### src/rtl/led_cnt_pkg.sv
// Shared encodings for the multi-mode LED pattern counter.
package led_cnt_pkg;

  // Display mode selected by the mode input
  typedef enum logic [1:0] {
    MODE_UP     = 2'b00,
    MODE_DOWN   = 2'b01,
    MODE_BOUNCE = 2'b10,
    MODE_ROT    = 2'b11
  } mode_e;

  // Travel direction of the bounce pattern
  typedef enum logic {
    DIR_UP   = 1'b0,
    DIR_DOWN = 1'b1
  } dir_e;

endpackage

### src/rtl/led_counter_multi_tick_gen.sv
// Prescaler producing a one-cycle advance strobe every DIV_CYCLES enabled clocks.
module tick_gen #(
  parameter int DIV_CYCLES = 100_000_000,
  parameter int PRE_W      = 27
) (
  input  logic clk,
  input  logic res_n,
  input  logic en,
  input  logic clr,
  output logic pt
);

  localparam logic [PRE_W-1:0] LAST = PRE_W'(DIV_CYCLES - 1);
  localparam logic [PRE_W-1:0] INC  = PRE_W'(1);

  logic [PRE_W-1:0] cnt_q;

  // Strobe on the last count of the period; a paused prescaler never strobes
  assign pt = en && (cnt_q == LAST);

  // Count enabled cycles; a parallel load restarts the period from zero
  always_ff @(posedge clk or negedge res_n) begin
    if (!res_n) begin
      cnt_q <= '0;
    end else if (clr) begin
      cnt_q <= '0;
    end else if (en) begin
      cnt_q <= pt ? '0 : cnt_q + INC;
    end
  end

endmodule

### src/rtl/led_counter_multi.sv
// Multi-mode LED pattern counter: up, down, bounce and rotate with pause,
// manual step, parallel load and registered tick/wrap indications.
module led_counter_multi
  import led_cnt_pkg::*;
#(
  parameter int WIDTH      = 8,
  parameter int DIV_CYCLES = 100_000_000,
  parameter int PRE_W      = 27
) (
  input  logic             clk,
  input  logic             res_n,
  input  logic             en,
  input  logic [1:0]       mode,
  input  logic             step,
  input  logic             load,
  input  logic [WIDTH-1:0] load_val,
  output logic [WIDTH-1:0] LD,
  output logic             tick,
  output logic             wrap
);

  localparam logic [WIDTH-1:0] ONE    = WIDTH'(1);
  localparam logic [WIDTH-1:0] MAX    = '1;
  localparam logic [WIDTH-1:0] MAX_M1 = {{(WIDTH-1){1'b1}}, 1'b0};

  logic [WIDTH-1:0] ld_q, ld_d;
  dir_e             dir_q, dir_d;
  logic             tick_q;
  logic             wrap_q, wrap_d;
  logic             pt, adv, ld_onehot;

  tick_gen #(
    .DIV_CYCLES (DIV_CYCLES),
    .PRE_W      (PRE_W)
  ) u_tick_gen (
    .clk   (clk),
    .res_n (res_n),
    .en    (en),
    .clr   (load),
    .pt    (pt)
  );

  // A manual step coinciding with the prescaler strobe still yields one advance
  assign adv       = pt | step;
  assign ld_onehot = (ld_q != '0) && ((ld_q & (ld_q - ONE)) == '0);

  // Next pattern, direction and wrap flag for an advance in the current mode
  always_comb begin
    ld_d   = ld_q;
    dir_d  = dir_q;
    wrap_d = 1'b0;
    case (mode_e'(mode))
      MODE_UP: begin
        ld_d   = ld_q + ONE;
        wrap_d = (ld_q == MAX);
      end
      MODE_DOWN: begin
        ld_d   = ld_q - ONE;
        wrap_d = (ld_q == '0);
      end
      MODE_BOUNCE: begin
        if (dir_q == DIR_UP) begin
          if (ld_q == MAX) begin
            ld_d   = MAX_M1;
            dir_d  = DIR_DOWN;
            wrap_d = 1'b1;
          end else begin
            ld_d = ld_q + ONE;
          end
        end else begin
          if (ld_q == '0) begin
            ld_d   = ONE;
            dir_d  = DIR_UP;
            wrap_d = 1'b1;
          end else begin
            ld_d = ld_q - ONE;
          end
        end
      end
      MODE_ROT: begin
        // A corrupted (non one-hot) pattern is re-seeded rather than rotated
        if (ld_onehot) begin
          ld_d   = {ld_q[WIDTH-2:0], ld_q[WIDTH-1]};
          wrap_d = ld_q[WIDTH-1];
        end else begin
          ld_d = ONE;
        end
      end
      default: begin
        ld_d = ld_q;
      end
    endcase
  end

  // Pattern, direction and indication registers; load wins over any advance
  always_ff @(posedge clk or negedge res_n) begin
    if (!res_n) begin
      ld_q   <= '0;
      dir_q  <= DIR_UP;
      tick_q <= 1'b0;
      wrap_q <= 1'b0;
    end else if (load) begin
      ld_q   <= load_val;
      tick_q <= 1'b0;
      wrap_q <= 1'b0;
    end else if (adv) begin
      ld_q   <= ld_d;
      dir_q  <= dir_d;
      tick_q <= 1'b1;
      wrap_q <= wrap_d;
    end else begin
      tick_q <= 1'b0;
      wrap_q <= 1'b0;
    end
  end

  assign LD   = ld_q;
  assign tick = tick_q;
  assign wrap = wrap_q;

endmodule
### config.mk
export PLATFORM = sky130hd
export DESIGN_NAME = led_counter_multi
export DESIGN_NICKNAME = d
export VERILOG_FILES = /design/src/rtl/led_cnt_pkg.sv /design/src/rtl/led_counter_multi_tick_gen.sv /design/src/rtl/led_counter_multi.sv
export SDC_FILE = /design/constraint.sdc
export NUM_CORES = 1
export LEC_CHECK = 0
export CORE_UTILIZATION = 50
export CTS_CLUSTER_DIAMETER = 150
export CTS_CLUSTER_SIZE = 30
export DETAILED_ROUTE_END_ITERATION = 16
export DONT_BUFFER_PORTS = 1
export GPL_ROUTABILITY_DRIVEN = 0
export PLACE_DENSITY = 0.7
export SLEW_MARGIN = 20
export SYNTH_ARGS = -nofsm -noshare
export SYNTH_HDL_FRONTEND = slang
export SYNTH_SLANG_ARGS = --single-unit
### constraint.sdc
create_clock -name clk -period 8 [get_ports clk]
set_clock_uncertainty 0.2 [all_clocks]
set_input_delay 1.6 -clock clk [delete_from_list [all_inputs] [get_ports clk]]
set_output_delay 1.6 -clock clk [all_outputs]
set_load 0.03 [all_outputs]
Word level (Yosys, flattened, before mapping)
Cells that the tools add are included.
Widths: inputs -> output; s select.
{"block": "word_totals", "ff_bits": 38, "in_bits": 15, "output_inout_bits": 10, "wordCells": 46}
{"block": "op_classes", "n_addsub": 3, "n_eq_ne": 5, "n_mux": 21, "n_bitwise": 3, "reduce_logical": 9}
{"operator": "$mux 27", "count": 3}
{"operator": "$mux 8", "count": 6}
{"operator": "$pmux 8 s4", "count": 1}
{"operator": "$add 27x1->27 const B", "count": 1}
{"operator": "$eq 27x27->1 const B", "count": 1}
{"operator": "$logic_not 8->1", "count": 2}
{"operator": "$mux 1", "count": 10}
{"operator": "$add 8x1->8 const B", "count": 1}
{"operator": "$and 8x8->8", "count": 1}
{"operator": "$eq 8x8->1 const B", "count": 1}
{"operator": "$reduce_bool 8->1", "count": 1}
{"operator": "$sub 8x1->8 const B", "count": 1}
{"operator": "$eq 2x2->1 const B", "count": 2}
{"operator": "$pmux 1 s4", "count": 1}
{"operator": "$reduce_bool 2->1", "count": 2}
{"operator": "$reduce_and 3->1", "count": 1}
{"operator": "$eq 2x1->1 const B", "count": 1}
{"operator": "$logic_and 1x1->1", "count": 2}
{"operator": "$logic_not 2->1", "count": 1}
{"operator": "$not 1->1", "count": 1}
{"operator": "$or 1x1->1", "count": 1}

Longest topological paths before layout
Gate-level depths: netlist of run 1.
{"block": "logic_depth", "word_depth": 8, "mapped_depth": 11, "depth_no_buf": 11}

By module
A second synthesis of run 1 with hierarchy kept.
{"block": "unflattened", "hier_cells": 331, "hier_area_um2": 2800.2}
{"module": "tick_gen", "n_inst": 1, "cells_per_inst": 167, "area_each_um2": 1581.5, "seq_area_each_um2": 675.6}
{"module": "led_counter_multi", "n_inst": 1, "cells_per_inst": 164, "area_each_um2": 1218.7, "seq_area_each_um2": 275.3}

Worst setup path after synthesis of run 1
Ideal clock, no wire load.
{"block": "synth_path", "path_type": "input to register", "startpoint": "in en", "endpoint": "reg dir_q", "setup_time_ns": 0.124, "t_arrival_ns": 2.824, "required_time_ns": 7.676, "slack_ns": 4.852, "cell_stages": 6, "path_buffers": 1, "path_cell_list": "and4bb_1 nand4_1 o31a_1 or2_0 buf_2 o31a_1"}
{"block": "synth_between", "elab_chain_len": 3}
{"item": "from (decl)", "line": "led_counter_multi.sv:12", "rtl": "input logic en,"}
{"item": "$logic_and 1x1->1", "line": "led_counter_multi_tick_gen.sv:19", "rtl": "assign pt = en && (cnt_q == LAST);"}
{"item": "$or 1x1->1", "line": "led_counter_multi.sv:44", "rtl": "assign adv = pt | step;"}
{"item": "$reduce_and 3->1 (no source line)"}
{"item": "to (signal assigned)", "line": "led_counter_multi.sv:108", "rtl": "dir_q <= dir_d;"}
{"item": "to (decl)", "line": "led_counter_multi.sv:27", "rtl": "dir_e dir_q, dir_d;"}
Every way passes these cells.
A chain may end at the register's enable or synchronous reset.

Worst setup path in the final report of run 1
{"block": "layout_path", "startpoint": "reg ld_q[2] (netlist: LD[2])", "endpoint": "reg ld_q[3] (netlist: LD[3])"}
{"block": "layout_between", "elab_chain_len": 8, "elab_cells_between_ends": 15, "classes_between": "add/sub: 2; eq/ne: 1; mux: 7; bitwise: 1; reduce/logical: 4"}
{"item": "from (decl)", "line": "led_counter_multi.sv:26", "rtl": "logic [WIDTH-1:0] ld_q, ld_d;"}
{"item": "from (signal assigned)", "line": "led_counter_multi.sv:103", "rtl": "ld_q <= load_val;"}
{"item": "from (signal assigned)", "line": "led_counter_multi.sv:107", "rtl": "ld_q <= ld_d;"}
{"item": "$sub 8x1->8", "line": "led_counter_multi.sv:45, led_counter_multi.sv:58, led_counter_multi.sv:76"}
{"item": "$and 8x8->8", "line": "led_counter_multi.sv:45", "rtl": "assign ld_onehot = (ld_q != '0) && ((ld_q & (ld_q - ONE)) == '0);"}
{"item": "$logic_not 8->1", "line": "led_counter_multi.sv:45"}
{"item": "$logic_and 1x1->1", "line": "led_counter_multi.sv:45"}
{"item": "$mux 8", "line": "led_counter_multi.sv:82", "rtl": "if (ld_onehot) begin"}
{"item": "$pmux 8 s4 *", "line": "led_counter_multi.sv:52", "rtl": "case (mode_e'(mode))"}
{"item": "$mux 8 *", "line": "led_counter_multi.sv:106", "rtl": "end else if (adv) begin"}
{"item": "$mux 8 *", "line": "led_counter_multi.sv:102", "rtl": "end else if (load) begin"}
Every way passes the cells marked *; elsewhere a longest branch is shown, timed or not. The select of a mux whose other input is x is not followed.

==> metrics.md, run 1 <==
| Metric | Value |
|---|---|
| Status | complete, no violations |
| Max Root-Sink Buffers | 2 |
| Synth Area in Adders | 0.0412 |
| Final period utilization | 0.442 |
| Cells on worst reg2reg path | 10 |
| Hold Fails Final Rpt | 0 |
| Static leakage | 1.10 nW |
| Net Sw Frac | 0.299 |
| Fillers | 479 |
| Total power | 0.513 mW |
| Flop-to-flop setup slack | 4.47 ns |
| Worst Setup SP | LD[2]$_DFFE_PN0P_ |
| First-pass GRT wire length | 11.2 mm |
| First DRT Iteration DRCs | 200 |
| Most common cell after layout, fill and taps aside | nor2_1 |
| GRT Overall Usage | 0.240 |
| Critical path class | reg2reg |
| Via density | 6.47 |
| Critical path endpoint category | register |
| Multiplexer area fraction after synthesis | 0 |
| Clock Tree Root | clkbuf_8 |
| Synth Instances | 327 |
| Cts repair resizes | 0 |
| Synth unique cells | 53 |
| Synth Area in Compound Gates | 0.180 |
| Die area | 0.00577 sq mm |
| Worst R2R End | LD[3]$_DFFE_PN0P_ |
| Most frequent cells in the layout | nor2_1, dfrtp_1, xnor2_1 |
| Critical path startpoint category | register |
| Die Wd | 76.0 um |
| Xor and xnor fraction of the mapped netlist area | 0.0897 |
| Hold-fix buffers, CTS | 0 |
| CP endpoint | LD[3]$_DFFE_PN0P_ |
| Via count | 2471 |
| Ports | 25 |
| Unrepaired setup endpoints after global routing | false |
| Clk sinks | 38 |
| FMAX | 283 MHz |
| Number of remaining DRC errors | 0 |
| Crit-path max FO | 12 |
| Layout area overhead | 4.67% |
| Vias in the first global route | 2317 |
| Clock-pin slew on the worst setup and hold paths | 0.09 ns |
| Seq/Total Area, Yosys | 0.348 |
| Fin area | 0.00286 sq mm |
| Worst rel slew slack | 0.367 |
| CTS Buf Count | 5 |
| Logic gate share of total power | 0.159 |
| Multi-input gate area | 0.00163 sq mm |
| Synthesis Warnings | 0 |
| Syn nets | 351 |
| DP Area | 0.00273 sq mm |
| I/O Buffers | 0 |
| Clock power share | 0.393 |
| Worst IR Drop VDD | 0.000112 V |
| Core box area | 0.00517 sq mm |
| Part of the power in registers | 0.448 |
| Core Util, Final | 0.553 |
| CP Data Required Time | 7.99 ns |
| Max-cap violation count | 0 |
| Starting Density | 0.529 |
| Die Ht | 76.0 um |
| Minimum clock period | 3.53 ns |
| Worst-Skew Late Latency | 0.30 ns |
| Fin Setup TNS | 0 ns |
| Post-synth EDFFs | 0 |
| Top_reg_cell synth | dfrtp_1 |
| TritonCTS clock tree | done |
| Postcts setup bufs | 0 |
| Drt wl/cell | 17.3 um |
| Cell Rows | 26 |
| Post-synthesis area per instance | 8.36 sq um |
| Antenna violations before repair | 0 |
| DRT Pass-1 Iters | 4 |
| Final Slew Violations | 0 |
| Yosys reg bits | 38 |
| Total grt overflow | 0 |
| Hold Crit Class | reg2reg |
| Post-Synth Simple-Gate Area | 0.287 |
| Internal power | 0.359 mW |
| Largest family of logic cells by synthesized area | simple AND/OR/NAND/NOR gates |
| Worst r2r src | LD[2]$_DFFE_PN0P_ |
| Setup violators final | 0 |
| Clock H-tree levels | 2 |
| Async set or reset register ratio after synthesis | 1.00 |
| Psw | 0.153 mW |
| Worst-margin pin slew | 0.950 ns |
| Share of cells above drive strength 1 | 0.0513 |
| Pin count of the biggest net entering global routing | 39 |
| HPWL after DPL | 4.45 mm |
| Ant diodes | 0 |
| Register Area | 951 sq um |
| Power Density | 179 mW/mm^2 |
| Final nets | 335 |
| CP arrival | 3.53 ns |
| Post-Syn Area | 0.00274 sq mm |
| Worst hold slack | 0.347 ns |
| Post-route ant nets | 0 |
| Final WL | 6.60 mm |
-- cell usage after synthesis, drive strengths merged (2+ instances only) --
cell type / n / share of area
inv: 14 / 0.019
nor4b: 3 / 0.012
nor2b: 6 / 0.014
o211ai: 3 / 0.0082
or3: 7 / 0.016
a21oi: 11 / 0.020
o31a: 2 / 0.0064
and4: 5 / 0.016
ha: 9 / 0.041
or2: 4 / 0.0092
nor2: 44 / 0.060
dfrtp: 38 / 0.35
o311ai: 2 / 0.0064
clkbuf: 13 / 0.018
o22ai: 4 / 0.0091
o31ai: 4 / 0.011
xnor2: 21 / 0.067
o21ai: 12 / 0.022
a211oi: 2 / 0.0055
nand3b: 2 / 0.0055
buf: 10 / 0.018
nor4: 5 / 0.018
and3: 5 / 0.011
xor2: 7 / 0.022
nand4: 10 / 0.023
a221o: 2 / 0.0073
a22oi: 7 / 0.019
a41o: 2 / 0.0073
o41ai: 3 / 0.012
nand2: 16 / 0.022
a221oi: 3 / 0.0096
nand3: 15 / 0.027
nor3: 15 / 0.027
nand2b: 4 / 0.0091
a31oi: 4 / 0.0091
-- logic make-up after synthesis --
family / count (synthesis)
buffers and inverters: 37
AND/OR/NAND/NOR: 146
AO/OA/AOI/OAI: 69
flip-flops: 38
adder cells (fa/ha/maj): 9
XOR/XNOR: 28
-- per-layer routing --
layer | wire length [um] | vias up | global-route usage | share of wire
met4 | 80 | 0 | 0.0750 | 0.012
met1 | 3170 | 1187 | 0.352 | 0.48
met2 | 2860 | 115 | 0.355 | 0.43
met5 | 0 | - | 0 | 0
li1 | - | 1159 | - | -
met3 | 486 | 10 | 0.0446 | 0.074
-- final cells by class --
cell class | instances | area share
clock inverters | 3 | 0.0240
well taps | 70 | 0.0306
inverters | 14 | 0.0184
multi-input cells | 252 | 0.571
flip-flops and latches | 38 | 0.332
clock buffers | 5 | 0.0240
-- stage by stage --
| stage | setup WS, ns | cells |
|---|---|---|
| 6_report | 4.47 | 382 |
| 5_1_grt | 4.11 | 382 |
| 4_1_cts | 4.49 | 382 |
| 3_5_place_dp | 4.43 | 374 |
| 3_3_place_gp | 4.45 | 374 |
| 2_1_floorplan | 4.85 | 327 |
-- power by group through the flow --
| stage | Clock (mW) | Combinational [mW] | Sequential [mW] |
|---|---|---|---|
| floorplan | 0 | 0.0797 | 0.220 |
| global placement | 0 | 0.0782 | 0.233 |
| detailed placement | 0 | 0.0791 | 0.233 |
| CTS | 0.204 | 0.0798 | 0.229 |
| global route | 0.212 | 0.0909 | 0.231 |
| finish | 0.201 | 0.0817 | 0.230 |
-- state kept, by name (all words and copies together) (netlist names) --
register and cells:
wrap 1, u_tick_gen.cnt_q 27, dir_q 1, tick 1
LD 8
-- critical path, stage by stage (launching register included) --
cell and delay, ns:
dfrtp_1 0.62, inv_1 0.23, nand3_1 0.12, or3_1 0.35
or3_1 0.32, ha_1 0.21, nor4_2 0.55, nand3_1 0.26
o22ai_1 0.18, a211oi_1 0.07, o41ai_1 0.32
-- how the worst min path moves through the flow --
stage | startpoint | endpoint | slack (ns) | cells past startpoint
after floorplan | u_tick_gen.cnt_q[6]$_DFFE_PN0P_ | u_tick_gen.cnt_q[6]$_DFFE_PN0P_ | 0.30 | 2
after global placement | u_tick_gen.cnt_q[6]$_DFFE_PN0P_ | u_tick_gen.cnt_q[6]$_DFFE_PN0P_ | 0.32 | 2
after detailed placement | u_tick_gen.cnt_q[6]$_DFFE_PN0P_ | u_tick_gen.cnt_q[6]$_DFFE_PN0P_ | 0.32 | 2
after CTS | u_tick_gen.cnt_q[6]$_DFFE_PN0P_ | u_tick_gen.cnt_q[6]$_DFFE_PN0P_ | 0.34 | 2
after global routing | u_tick_gen.cnt_q[26]$_DFFE_PN0P_ | u_tick_gen.cnt_q[26]$_DFFE_PN0P_ | 0.37 | 2
final | u_tick_gen.cnt_q[14]$_DFFE_PN0P_ | u_tick_gen.cnt_q[14]$_DFFE_PN0P_ | 0.35 | 2
No activity file was read; power rests on OpenSTA's default activity.
==> inputs of run 2 (changes only) <==
Clock period 8 ns to 3.3 ns, I/O delays scaled along.
==> metrics.md, run 2 (synthesized netlist as in run 1, its figures left out) <==
| Metric | Value |
|---|---|
| Status | finished, violations left |
| Failing checks | hold timing |
| Pin count of the biggest net entering global routing | 39 |
| Die area | 0.00577 sq mm |
| Ports | 25 |
| Hold Fails Final Rpt | 1 |
| Critical path startpoint category | register |
| Post-route ant nets | 0 |
| Core box area | 0.00517 sq mm |
| Worst IR Drop VDD | 0.000224 V |
| Fin Setup TNS | 0 ns |
| Crit path cell chain | inv_1 > ha_1 > nand2b_1 > or2_2 > or3_1 > ha_1 > nor4_2 > nand3_1 > o22ai_1 > a211oi_1 > o41ai_1 |
| Ant diodes | 0 |
| Crit-path max FO | 4 |
| Fin area | 0.00291 sq mm |
| Max-cap violation count | 0 |
| Cells on worst reg2reg path | 11 |
| FMAX | 345 MHz |
| Most common cell after layout, fill and taps aside | nor2_1 |
| Worst r2r src | LD[0]$_DFFE_PN0P_ |
| CP endpoint | LD[3]$_DFFE_PN0P_ |
| Register Area | 951 sq um |
| Via count | 2489 |
| Power Density | 376 mW/mm^2 |
| Most frequent cells in the layout | nor2_1, dfrtp_1, xnor2_1 |
| Hold-fix buffers, CTS | 1 |
| Final WS setup | 0.401 ns |
| Vias in the first global route | 2277 |
| Fin cells | 394 |
| Multi-input gate area | 0.00163 sq mm |
| Final period utilization | 0.879 |
| Clock-pin slew on the worst setup and hold paths | 0.08 ns |
| Die Ht | 76.0 um |
| Max reg flops | 27 |
| Cts repair resizes | 0 |
| Flop-to-flop setup slack | 0.40 ns |
| Worst path most repeated cell | ha_1 |
| First DRT Iteration DRCs | 319 |
| Max Root-Sink Buffers | 2 |
| Layout area overhead | 6.54% |
| Share of cells above drive strength 1 | 0.0864 |
| Drt wl/cell | 16.9 um |
| Fillers | 479 |
| Final Slew Violations | 0 |
| HPWL after DPL | 4.53 mm |
| Logic gate share of total power | 0.255 |
| Kind of cell adding the most delay to the critical path | simple AND/OR/NAND/NOR gates |
| DRT Pass-1 Iters | 5 |
| Hold Crit Class | in2async |
| Starting Density | 0.529 |
| Minimum clock period | 2.90 ns |
| Worst-margin pin slew | 0.615 ns |
| Psw | 0.361 mW |
| CTS Buf Count | 5 |
| Unrepaired setup endpoints after global routing | false |
| CP Data Required Time | 3.27 ns |
| DP Area | 0.00282 sq mm |
| CP arrival | 2.87 ns |
| Setup violators final | 0 |
| Worst-Skew Late Latency | 0.29 ns |
| Worst hold slack | -0.00128 ns |
| Worst R2R End | LD[3]$_DFFE_PN0P_ |
| TritonCTS clock tree | done |
| GRT Overall Usage | 0.243 |
| Postcts setup bufs | 0 |
| Worst Setup SP | LD[0]$_DFFE_PN0P_ |
| Number of remaining DRC errors | 0 |
| Internal power | 0.733 mW |
| Die Wd | 76.0 um |
| I/O Buffers | 0 |
| Via density | 6.32 |
| Final WL | 6.66 mm |
| Antenna violations before repair | 0 |
| Cell depth of the worst setup path | 11 |
| Final nets | 348 |
| Clock power share | 0.278 |
| Total grt overflow | 0 |
| Clk sinks | 38 |
| Static leakage | 1.14 nW |
| Part of the power in registers | 0.467 |
| Critical path endpoint category | register |
| CP max-delay cell | dfrtp_1 |
| Placed instance count | 386 |
| Placement Setup Slack | 0.464 ns |
| Critical path class | reg2reg |
| First-pass GRT wire length | 11.3 mm |
| Critical path buffers and inverters | 1 |
| Clock Tree Root | clkbuf_8 |
| Largest register by flop count | u_tick_gen.cnt_q |
| Total power | 1.09 mW |
| Clock H-tree levels | 2 |
| Worst rel slew slack | 0.590 |
| Net Sw Frac | 0.330 |
| Cell Rows | 26 |
| Worst path max stage delay | 0.38 ns |
[run 2: cell count changes in the layout (fill, tap and decap cells not counted), sizes merged]
cell    previous run  this run
buf                0        13
clkinv             1         2
bufinv             2         0
[run 2: worst min path at each step]
| stage | from | endpoint | cells after the start |
|---|---|---|---|
| finish | res_n | LD[2]$_DFFE_PN0P_ | 1 |
| global route | res_n | LD[2]$_DFFE_PN0P_ | 1 |
| detailed placement | res_n | wrap$_DFF_PN0_ | 0 |
| floorplan | res_n | LD[0]$_DFFE_PN0P_ | 0 |
| global placement | res_n | LD[1]$_DFFE_PN0P_ | 0 |
| CTS | res_n | LD[2]$_DFFE_PN0P_ | 1 |
[run 2: metal layers]
metal / part of all wire / track usage / vias to the layer above / wire (um)
li1: - / - / 1182 / -
met1: 0.48 / 0.354 / 1191 / 3180
met5: 0 / 0 / - / 0
met4: 0.0077 / 0.0654 / 0 / 51
met3: 0.086 / 0.0602 / 5 / 570
met2: 0.43 / 0.358 / 111 / 2860
[run 2: layout make-up]
class / count / share of cell area
Timing Repair Buffer: 13 / 0.0378
Clock buffer: 5 / 0.0236
Clock inverter: 2 / 0.00343
Multi-Input combinational cell: 252 / 0.561
Inverter: 14 / 0.0180
Sequential cell: 38 / 0.326
Tap cell: 70 / 0.0301
[run 2: through the flow]
step,utilization,hold WS (ns)
after floorplan,-,0.164
after global placement,0.544,0.165
final,0.563,-0.00128
after CTS,0.563,0.000990
after detailed placement,0.544,0.166
after global routing,0.563,0.00600
[run 2: power groups by stage]
stage	clock network (mW)	logic [mW]	registers, mW
floorplan	0	0.193	0.532
CTS	0.316	0.275	0.510
finish	0.304	0.279	0.511
global placement	0	0.260	0.519
detailed placement	0	0.261	0.519
global route	0.336	0.309	0.514
